## config.mk

```make
export PLATFORM = sky130hd
export DESIGN_NAME = slave_stream_fifo
export DESIGN_NICKNAME = d
export VERILOG_FILES = /design/src/rtl/slave_pkg.sv /design/src/rtl/slave_fifo_mem.sv /design/src/rtl/slave_stream_fifo.sv
export SDC_FILE = /design/constraint.sdc
export NUM_CORES = 1
export LEC_CHECK = 0
export ABC_AREA = 1
export CAP_MARGIN = 40
export CORE_UTILIZATION = 26
export CTS_CLUSTER_SIZE = 40
export DETAILED_ROUTE_END_ITERATION = 10
export PLACE_DENSITY = 0.44
export SLEW_MARGIN = 15
export SYNTH_ARGS = -nofsm -noshare
export SYNTH_HDL_FRONTEND = slang
export SYNTH_SLANG_ARGS = --single-unit
```

## constraint.sdc

```tcl
create_clock -name clk -period 2.5 [get_ports clk]
set_input_delay 0.5 -clock clk [delete_from_list [all_inputs] [get_ports clk]]
set_output_delay 0.5 -clock clk [all_outputs]
set_load 0.02 [all_outputs]
```

## src/rtl/slave_pkg.sv

```systemverilog
// Shared defaults for the valid/ready stream FIFO slave.
package slave_pkg;

   localparam int DATA_W_DEF = 32;
   localparam int DEPTH_DEF  = 4;
   localparam int CNT_W_DEF  = 16;
   localparam int PTR_W      = $clog2(DEPTH_DEF);

endpackage

```

## src/rtl/slave_fifo_mem.sv

```systemverilog
// Storage array for the stream FIFO: synchronous write, asynchronous read, no reset.
module slave_fifo_mem
   import slave_pkg::*;
#(
   parameter int DATA_W   = DATA_W_DEF,
   parameter int DEPTH    = DEPTH_DEF,
   parameter int ADDR_W   = $clog2(DEPTH)
) (
   input  logic              clk,
   input  logic              we,
   input  logic [ADDR_W-1:0] waddr,
   input  logic [DATA_W-1:0] wdata,
   input  logic [ADDR_W-1:0] raddr,
   output logic [DATA_W-1:0] rdata
);

   logic [DATA_W-1:0] mem_r [DEPTH];

   // Write port: contents are don't-care after reset, so no reset branch.
   always_ff @(posedge clk) begin
      if (we) begin
         mem_r[waddr] <= wdata;
      end
   end

   assign rdata = mem_r[raddr];

endmodule

```

## src/rtl/slave_stream_fifo.sv

```systemverilog
// Valid/ready slave that buffers upstream words in a first-word-fall-through FIFO.
module slave_stream_fifo
   import slave_pkg::*;
#(
   parameter int DATA_W = DATA_W_DEF,
   parameter int DEPTH  = DEPTH_DEF,
   parameter int CNT_W  = CNT_W_DEF
) (
   input  logic                     clk,
   input  logic                     rst,
   input  logic [DATA_W-1:0]        data,
   input  logic                     valid,
   output logic                     ready,
   output logic [DATA_W-1:0]        data_out,
   output logic                     valid_out,
   input  logic                     out_ready,
   output logic [$clog2(DEPTH):0]   level,
   output logic [CNT_W-1:0]         xfer_cnt
);

   localparam int PTR_BITS = $clog2(DEPTH);
   localparam int LVL_W    = PTR_BITS + 1;

   logic [PTR_BITS-1:0] wr_ptr_r;
   logic [PTR_BITS-1:0] rd_ptr_r;
   logic [LVL_W-1:0]    level_r;
   logic [LVL_W-1:0]    level_nxt_s;
   logic                ready_r;
   logic [CNT_W-1:0]    xfer_cnt_r;
   logic                push_s;
   logic                pop_s;
   logic                valid_out_s;
   logic [DATA_W-1:0]   rd_data_s;

   assign push_s      = valid & ready_r;
   assign valid_out_s = (level_r != LVL_W'(0));
   assign pop_s       = valid_out_s & out_ready;

   slave_fifo_mem #(
      .DATA_W (DATA_W),
      .DEPTH  (DEPTH),
      .ADDR_W (PTR_BITS)
   ) u_mem (
      .clk   (clk),
      .we    (push_s),
      .waddr (wr_ptr_r),
      .wdata (data),
      .raddr (rd_ptr_r),
      .rdata (rd_data_s)
   );

   // Occupancy after this edge; a simultaneous push and pop cancel out.
   always_comb begin
      level_nxt_s = level_r;
      case ({push_s, pop_s})
         2'b10:   level_nxt_s = level_r + LVL_W'(1);
         2'b01:   level_nxt_s = level_r - LVL_W'(1);
         default: level_nxt_s = level_r;
      endcase
   end

   // Pointers, occupancy, registered ready and the accepted-word counter.
   always_ff @(posedge clk) begin
      if (rst) begin
         wr_ptr_r   <= {PTR_BITS{1'b0}};
         rd_ptr_r   <= {PTR_BITS{1'b0}};
         level_r    <= {LVL_W{1'b0}};
         ready_r    <= 1'b0;
         xfer_cnt_r <= {CNT_W{1'b0}};
      end else begin
         // Power-of-two depth lets the pointers wrap naturally.
         if (push_s) begin
            wr_ptr_r   <= wr_ptr_r + PTR_BITS'(1);
            xfer_cnt_r <= xfer_cnt_r + CNT_W'(1);
         end
         if (pop_s) begin
            rd_ptr_r <= rd_ptr_r + PTR_BITS'(1);
         end
         level_r <= level_nxt_s;
         ready_r <= (level_nxt_s != LVL_W'(DEPTH));
      end
   end

   assign ready     = ready_r;
   assign valid_out = valid_out_s;
   assign data_out  = valid_out_s ? rd_data_s : {DATA_W{1'b0}};
   assign level     = level_r;
   assign xfer_cnt  = xfer_cnt_r;

endmodule

```

# After elaboration in Yosys (flattened, before gate mapping)
# Memory sizes are Yosys's and may differ from the RTL's. A register that Yosys moved wholly into a read port is not among the register bits.
# Index checks and enable logic that the tools add are counted.
# word_totals
ff_bits,24
mem_bits_rw,128
in_bits,36
output_inout_bits,53
word_cells,23
memories,1
# mem_list
memory,words,word_bits,read_ports,rd_ports_with_merged_regs,write_ports,line,rtl
u_mem.mem_r,4,32,1,1,1,slave_fifo_mem.sv:17,logic [DATA_W-1:0] mem_r [DEPTH];
# classes
add_sub_neg,5
eq_ne,3
mux,6
bitwise,2
n_reduce_logical,1
# ops
operator,count
2-to-1 mux 32 bit,1
"adder 16 x 1 -> 16 bit, second input constant",1
case mux 3 bit (2 select lines),1
"adder 2 x 1 -> 2 bit, second input constant",2
2-to-1 mux 2 bit,2
"adder 3 x 1 -> 3 bit, second input constant",1
"inequality test 3 bit, second input constant",1
nonzero test 3 bit,1
"subtractor 3 x 1 -> 3 bit, second input constant",1
bitwise AND 1 bit,2
"== test 2 x 1 -> 1 bit, second input constant",1
"== test 2 bit, second input constant",1
2-to-1 mux 1 bit,2

# Depth between registers and ports, before layout
# logic_depth
ltp_word,5
mapped_depth,13
mapped_depth_nobuf,13

# By module
# A second synthesis with hierarchy kept.
# unflattened
hier_cells,752
hier_area_um2,6887.9
# by_module_without_submodules
module,n_inst,cells_per_inst,area_each_um2,seq_area_each_um2
slave_fifo_mem,1,509,5437.7,3843.7
slave_stream_fifo,1,243,1450.1,480.5

# Least setup slack after synthesis
# No wires, ideal clock.
# synth_timing
kind,input port to flip-flop
from,input port valid
to,memory u_mem.mem_r[0][0] (netlist name) (enable)
setup_time_ns,0.421
arrival_ns,2.168
t_required_ns,2.079
slack_ns,-0.089
path_stages,3
n_path_buf,1
path_cell_list,nand2_2 > buf_2 > nor2_1
# synth_between
elab_chain_len,3
# synth_lines
item,line,rtl
start: declaration,slave_stream_fifo.sv:12,"input logic valid,"
bitwise AND 1 bit,slave_stream_fifo.sv:35,assign push_s = valid & ready_r;
2-to-1 mux 1 bit,slave_fifo_mem.sv:21,if (we) begin
2-to-1 mux 1 bit (not written as such),slave_fifo_mem.sv:22,mem_r[waddr] <= wdata;
end: declaration,slave_fifo_mem.sv:17,
# Every way passes these cells.

# Worst setup path after layout
# layout_timing
from,register level_r[0] (netlist: level[0])
to,output port data_out[5]
# layout_between
elab_chain_len,2
# layout_lines
item,line,rtl
start: declaration,slave_stream_fifo.sv:26,logic [LVL_W-1:0] level_r;
start signal: assignment,slave_stream_fifo.sv:67,level_r <= {LVL_W{1'b0}};
start signal: assignment,slave_stream_fifo.sv:79,level_r <= level_nxt_s;
nonzero test 3 bit,slave_stream_fifo.sv:36,assign valid_out_s = (level_r != LVL_W'(0));
2-to-1 mux 32 bit,slave_stream_fifo.sv:86,assign data_out = valid_out_s ? rd_data_s : {DATA_W{1'b0}};
end: declaration,slave_stream_fifo.sv:14,"output logic [DATA_W-1:0] data_out,"
# Every way passes these cells.

==> results.md <==
Clock network
* sky130_fd_sc_hd__clkbuf_16 — root buffer selected by CTS
* 0.41 ns — clk_lat worst skew
* 4 — number of levels in the clock H-tree
* 0 — setup bufs post-CTS
* 17 — TritonCTS buffer count
* done — CTS tree
* 2 — number of buffers on the longest clock path
* 0 — quantity of hold-fixing buffers added after cts
* 154 — number of sinks handled by clock tree synthesis
* 0.06 ns — Clk pin slew, worst setup/hold paths

Critical path
* ready — Reg2Reg Capture Point
* 2.00 ns — required time at the endpoint of the critical path
* level[0] — launch point of the critical path
* 11 — r2r worst-path depth
* flip-flop — CP startpoint kind
* output port — Setup crit end kind
* level[0] — critical register-to-register path startpoint
* flip-flop to output port — classification of the worst setup path
* 0.54 ns — flop2flop setup slack
* 32 — largest driver fanout on the critical path
* data_out[5] — worst setup path endpoint
* 1.84 ns — WP data arrival

Final layout
* 0 — number of inserted diodes
* 0.108 — share of final-layout standard cells stronger than drive strength 1
* 691 — NumNets Final
* 0.350 — share of the core filled with cells
* 2370 — fill cell instance count of the final layout
* 31.4% — layout-stage area growth over the synthesis result
* 978 — final standard cell count with taps included and fillers excluded

Logic synthesis
* 0.697 — fraction of the yosys area taken by sequential cells
* sky130_fd_sc_hd__edfxtp_1 — biggest area consumer among synthesized cells
* simple AND/OR/NAND/NOR gates — dominant combinational cell family by area after synthesis
* 0 — Synthesis Warnings
* 157 x sky130_fd_sc_hd__nor2_1, 128 x sky130_fd_sc_hd__edfxtp_1, 46 x sky130_fd_sc_hd__a21oi_1 — Synth top cells by count
* 0.00280 — area share of xor/xnor cells in the synthesized design
* 128 — number of enable-type register cells in the synthesized netlist
* 0.101 — compound-gate portion of the synthesized area
* 0.140 — area share of and/or/nand/nor cells after synthesis
* 6260 sq um — summed instance area of the synthesized netlist
* sky130_fd_sc_hd__edfxtp_1 61%, sky130_fd_sc_hd__nor2_1 9.4%, sky130_fd_sc_hd__dfxtp_1 8.3% — Area contributors post-synth
* sky130_fd_sc_hd__nor2_1 — most common cell in the netlist
* 11.4 sq um — syn avg cell area
* 0.0152 — adder-cell share of the synthesized area
* 590 — total nets after synthesis
* 29 — distinct cell type count of the synthesized netlist
* 154 — synthesized flop and latch total
* 0.614 — post-synth top area share
* 0 — fraction of registers with async set/reset
* 0 — mux cell area share after synthesis
* 547 — post-synthesis instance total
* sky130_fd_sc_hd__edfxtp_1 — dominant register cell in the synthesized netlist

STA
* 0.936 — period utilization
* 0.00615 ns — skew final
* 427 MHz — achievable frequency
* 0.160 ns — Final Worst Setup Slack
* 0.760 — Max-Slew Margin vs Limit
* 0.357 ns — worst-margin pin slew
* false — setup repair after global routing missed its margin
* 0 ns — Setup Total Neg Slack
* 2.34 ns — shortest period the worst path allows
* 0 — number of endpoints with negative hold slack in the final report
* 0 — Final setup viols
* 0 — Slew Viols, Final

Worst hold path
* flip-flop to flip-flop — class of the tightest hold or removal check

Drt
* 226 — drt initial violations
* 0 — remaining design rule violation count
* 4.29 — DR vias/cell
* 15.1 um — routed length per placed instance
* 4194 — routed via count
* 0 — DRT antenna net count
* 4 — drt first pass iters
* 14800 um — wire length reported by the detailed router

Global routing
* 4213 — via count of the first global-routing pass
* 23000 um — wire length of the first global-routing pass
* 0 — antenna violations before repair
* 0 — total global routing overflow
* 39 — largest net degree at the start of global routing
* 0.128 — combined global-route utilization of all metal layers

Outcome
* complete, no violations — run status

Die
* 24700 sq um — Total Die Area
* 89 — number of ports placed on the die boundary
* 0.266 — Initial Utilization
* 157 um — height of the die
* 23500 sq um — CORE AREA
* 56 — row count
* 157 um — Die Wd

Placement
* 9060 um — HPWL reported at the end of detailed placement
* 88 — Port-buffer cells
* 948 — Cells after DPL
* 0.134 ns — post-placement setup slack
* 0.786 — routability congestion estimate

Power
* 1040 nW/um^2 — ratio of total power to cell area
* 0.445 mV — peak ir drop on the vdd network
* 2.96 nW — Leakage
* 8.54 mW — Total Power Consumption

Run
* 0 — maximum capacitance violations

[kinds of logic (layout without fill, tap and decap cells)]
group | after synthesis | after routing
DFF | 154 | 154
xor gates and xnor gates | 2 | 2
adders and majority gates | 7 | 7
and+or+nand+nor | 202 | 202
AOI/OAI and AO/OA | 124 | 124
buffers and inverters | 58 | 170
[stage by stage]
stage	instance area (sq um)	hold slack (ns)
floorplan	6260	0.433
global placement	7680	0.447
detailed placement	7680	0.451
CTS	8240	0.457
global route	8230	0.491
finish	8230	0.452
[power by group]
part           switching (mW)  internal (mW)  total [mW]
clock network           0.983           1.66        2.65
registers              0.0991           3.07        3.17
logic                    1.76          0.969        2.73
total                    2.84           5.70        8.54
[cell usage in the layout, fill, tap and decap left out, types with 11 or more instances in the layout]
cell / synthesis / routed
sky130_fd_sc_hd__clkdlybuf4s50_1: 0 / 56
sky130_fd_sc_hd__edfxtp_1: 128 / 128
sky130_fd_sc_hd__inv_1: 31 / 31
sky130_fd_sc_hd__nand2_1: 22 / 22
sky130_fd_sc_hd__dlygate4sd2_1: 0 / 29
sky130_fd_sc_hd__o21ai_0: 36 / 36
sky130_fd_sc_hd__buf_4: 1 / 11
sky130_fd_sc_hd__a21oi_1: 46 / 46
sky130_fd_sc_hd__nor2_1: 157 / 153
sky130_fd_sc_hd__dfxtp_1: 26 / 24
sky130_fd_sc_hd__o21ai_1: 38 / 38
sky130_fd_sc_hd__clkbuf_16: 0 / 17
[cell type report]
cell class	count	area [sq um]	area share
clock buffers	19	433	0.0526
clock inverters	11	171	0.0208
inverters	32	120	0.0146
multi-input cells	335	1650	0.200
flip-flops and latches	154	4370	0.530
well taps	319	399	0.0485
repair buffers	108	1090	0.133
[sequential cells by signal, indices dropped and copies added (netlist names), named ones only]
signal,count
u_mem.mem_r,128
xfer_cnt,16
level,3
rd_ptr_r,2
wr_ptr_r,2
ready,1
[critical path, stage by stage, from the launching register on]
cell                            delay [ns]
sky130_fd_sc_hd__dfxtp_1              0.38
sky130_fd_sc_hd__inv_1                0.10
sky130_fd_sc_hd__nand3_2              0.11
sky130_fd_sc_hd__inv_1                0.07
sky130_fd_sc_hd__buf_12               0.18
sky130_fd_sc_hd__a21oi_1              0.22
sky130_fd_sc_hd__dlygate4sd2_1        0.37
[worst min-delay path by stage]
stage                      from         to  slack (ns)  depth (start not counted)
floorplan           rd_ptr_r[1]  flip-flop        0.43                          2
global placement    rd_ptr_r[1]  flip-flop        0.45                          2
detailed placement  rd_ptr_r[1]  flip-flop        0.45                          2
CTS                 rd_ptr_r[1]  flip-flop        0.46                          2
global route        rd_ptr_r[1]  flip-flop        0.49                          2
finish              rd_ptr_r[1]  flip-flop        0.45                          2
[per-layer routing]
layer | GRT usage | routed length, um
met1 | 0.153 | 6690
met2 | 0.215 | 7090
met3 | 0.0399 | 758
met4 | 0.0453 | 220
met5 | 0 | 0
[timing repair]
item,4_1_cts,5_1_grt
cloned,0,0
setup endpoints to repair,32,3
gates resized for setup,32,6
No activity file was read; power rests on OpenSTA's default activity.
==> edit: new RTL, same settings <==
`DEPTH_DEF`: 4 -> 8.
--- a/src/rtl/slave_pkg.sv
+++ b/src/rtl/slave_pkg.sv
@@ -4,3 +4,3 @@
    localparam int DATA_W_DEF = 32;
-   localparam int DEPTH_DEF  = 4;
+   localparam int DEPTH_DEF  = 8;
    localparam int CNT_W_DEF  = 16;
Ports: changed (resized level); port bits go from 89 to 90. No check against the original RTL was run, so the function may have changed too.
==> edit against the unedited design <==
Largest power group is now combinational logic; the run now ends with setup timing left; sequential cell count is 132 higher; cell area is 91% higher; setup slack worse by 200 ps; wire length is 110% higher; synthesized area is 82% higher; global-route usage is 1.1 points higher; power is 100% higher.
==> edit: results (changes against the unedited design) <==
* Number of flip-flops under the largest register name at 256 (+100%)
* Non-Clock Inverter Count at 34 (+6.3%)
* Final WS setup at -38.66 ps (-198.5 ps)
* Failing checks: setup timing
* Placed Instances at 1619 (+71%)
* Fillcell total at 4177 (+76%)
* Final setup violation count at 9 (+9)
* First-pass GRT wire length at 46150 um (+100%)
* Aggregate global-route resource usage at 0.1385 (+0.01096)
* Nets at 1154 (+67%)
* Lkg Pwr at 5.440 nW (+84%)
* Largest net degree at the start of global routing at 41 (+5.1%)
* Met1 global-route usage at 0.1909 (+0.03834)
* Vias in the first global route at 7542 (+79%)
* Crit path DAT at 2040 ps (+200 ps)
* CLK BUF at 49 (+30)
* Synth top area cells: edfxtp_1, nor2_1, o21ai_0
* Synth Flop Type: edfxtp_1
* Warnings from Yosys at 0 (unchanged)
* TNS Setup at -170.5 ps (-170.5 ps)
* Netlist cell types at 39 (+34%)
* Measured slew at the worst slew-check pin at 356.7 ps (-0.5991 ps)
* Post-cts sizing count at 204 (+540%)
* Peak VDD IR at 454.5 uV (+2.2%)
* Number of synthesized flops with an enable pin at 256 (+100%)
* Via count at 7730 (+84%)
* CTS H-tree lvls at 2 (-2)
* Status: complete, but fails checks
* IO Port Bufs at 89 (+1.1%)
* Fraction of layout cells with a size suffix above 1 at 0.2317 (+0.1240)
* DR iter-0 viols at 417 (+85%)
* Slowest-stage cell, CP: dfxtp_4
* Met2 routed WL at 14390 um (+100%)
* Initial DRT Pass Iterations at 5 (+1)
* Final Skew at 8.350 ps (+2.202 ps)
* CP Max Fanout at 8 (-75%)
* Clock Path Buffers at 3 (+1)
* Clock Latency Late Sink at 530 ps (+120 ps)
* CTS Sinks at 286 (+86%)
* Metal-1 WL at 14510 um (+120%)
* Met2 Use GR at 0.2171 (+0.002187)
* Area grow syn2layout at 38.07%
* Routed WL at 31020 um (+110%)
* Most frequent cells after synthesis: edfxtp_1, nor2_1, o21ai_0
* Mapped Nets at 970 (+64%)
* Number of buffers inserted during clock tree synthesis at 34 (+17)
* Routability congestion estimate at 0.7710 (-1.8%)
* Via/cell ratio at 4.494 (+4.8%)
* Final clock-cell share at 0.06344 (-0.009979)
* Met3 wire length at 1364 um (+80%)
* Seq/Total Area, Yosys at 0.7289 (+0.03197)
-- edit: changes by cell type after synthesis, sizes merged, moves of 4 or more --
cell    before  now
a21oi       47   14
a31oi        0   32
buf         18   22
clkbuf       8   31
dfxtp       26   30
edfxtp     128  256
nand2       25   40
nand4        0    4
nor2       164  229
o21ai       74  173
o22ai        0   32
-- edit: critical path: cells and delay by family (launching register included) --
kind | cells | cell delay, ps
buffers and inverters | 4 | 650
AOI/OAI and AO/OA | 3 | 420
DFF | 1 | 390
and+or+nand+nor | 1 | 50
-- edit: through the flow --
step	power [mW]	instance area, um2	worst slack [ps]	util
after floorplan	8.735	11380	-139.7	-
after global placement	11.68	13760	40.32	0.3194
after detailed placement	11.67	13760	16.84	0.3194
after CTS	16.71	15100	-97.62	0.3506
after global routing	18.39	15700	-133.6	0.3645
final	17.42	15700	-38.66	0.3645
-- edit: cell families (layout without fill, tap and decap cells) --
kind of cell / Yosys count / count (layout) / synth area share
and+or+nand+nor: 295 / 295 / 0.1117
adders and majority gates: 5 / 5 / 0.005502
buffers and inverters: 86 / 292 / 0.03213
DFF: 286 / 286 / 0.7289
xor gates and xnor gates: 3 / 3 / 0.002311
AOI/OAI and AO/OA: 254 / 254 / 0.1195
-- edit: final timing paths --
check | startpoint | end | slack [ps] | cells after the start
worst max-delay path | register | data_out[10] | -40 | 8
worst min-delay path | rd_ptr_r[2] | rd_ptr_r[2] | 470 | 2
worst max register to register | level[1] | ready | 510 | 17
worst min register to register | rd_ptr_r[2] | rd_ptr_r[2] | 470 | 2
-- edit: power by group --
part / switching (mW) / internal (mW) / leakage (nW) / total [mW]
Clock: 1.86 / 2.63 / 0.478 / 4.48
Sequential: 0.119 / 5.47 / 2.56 / 5.59
Combinational: 3.96 / 3.38 / 2.40 / 7.34
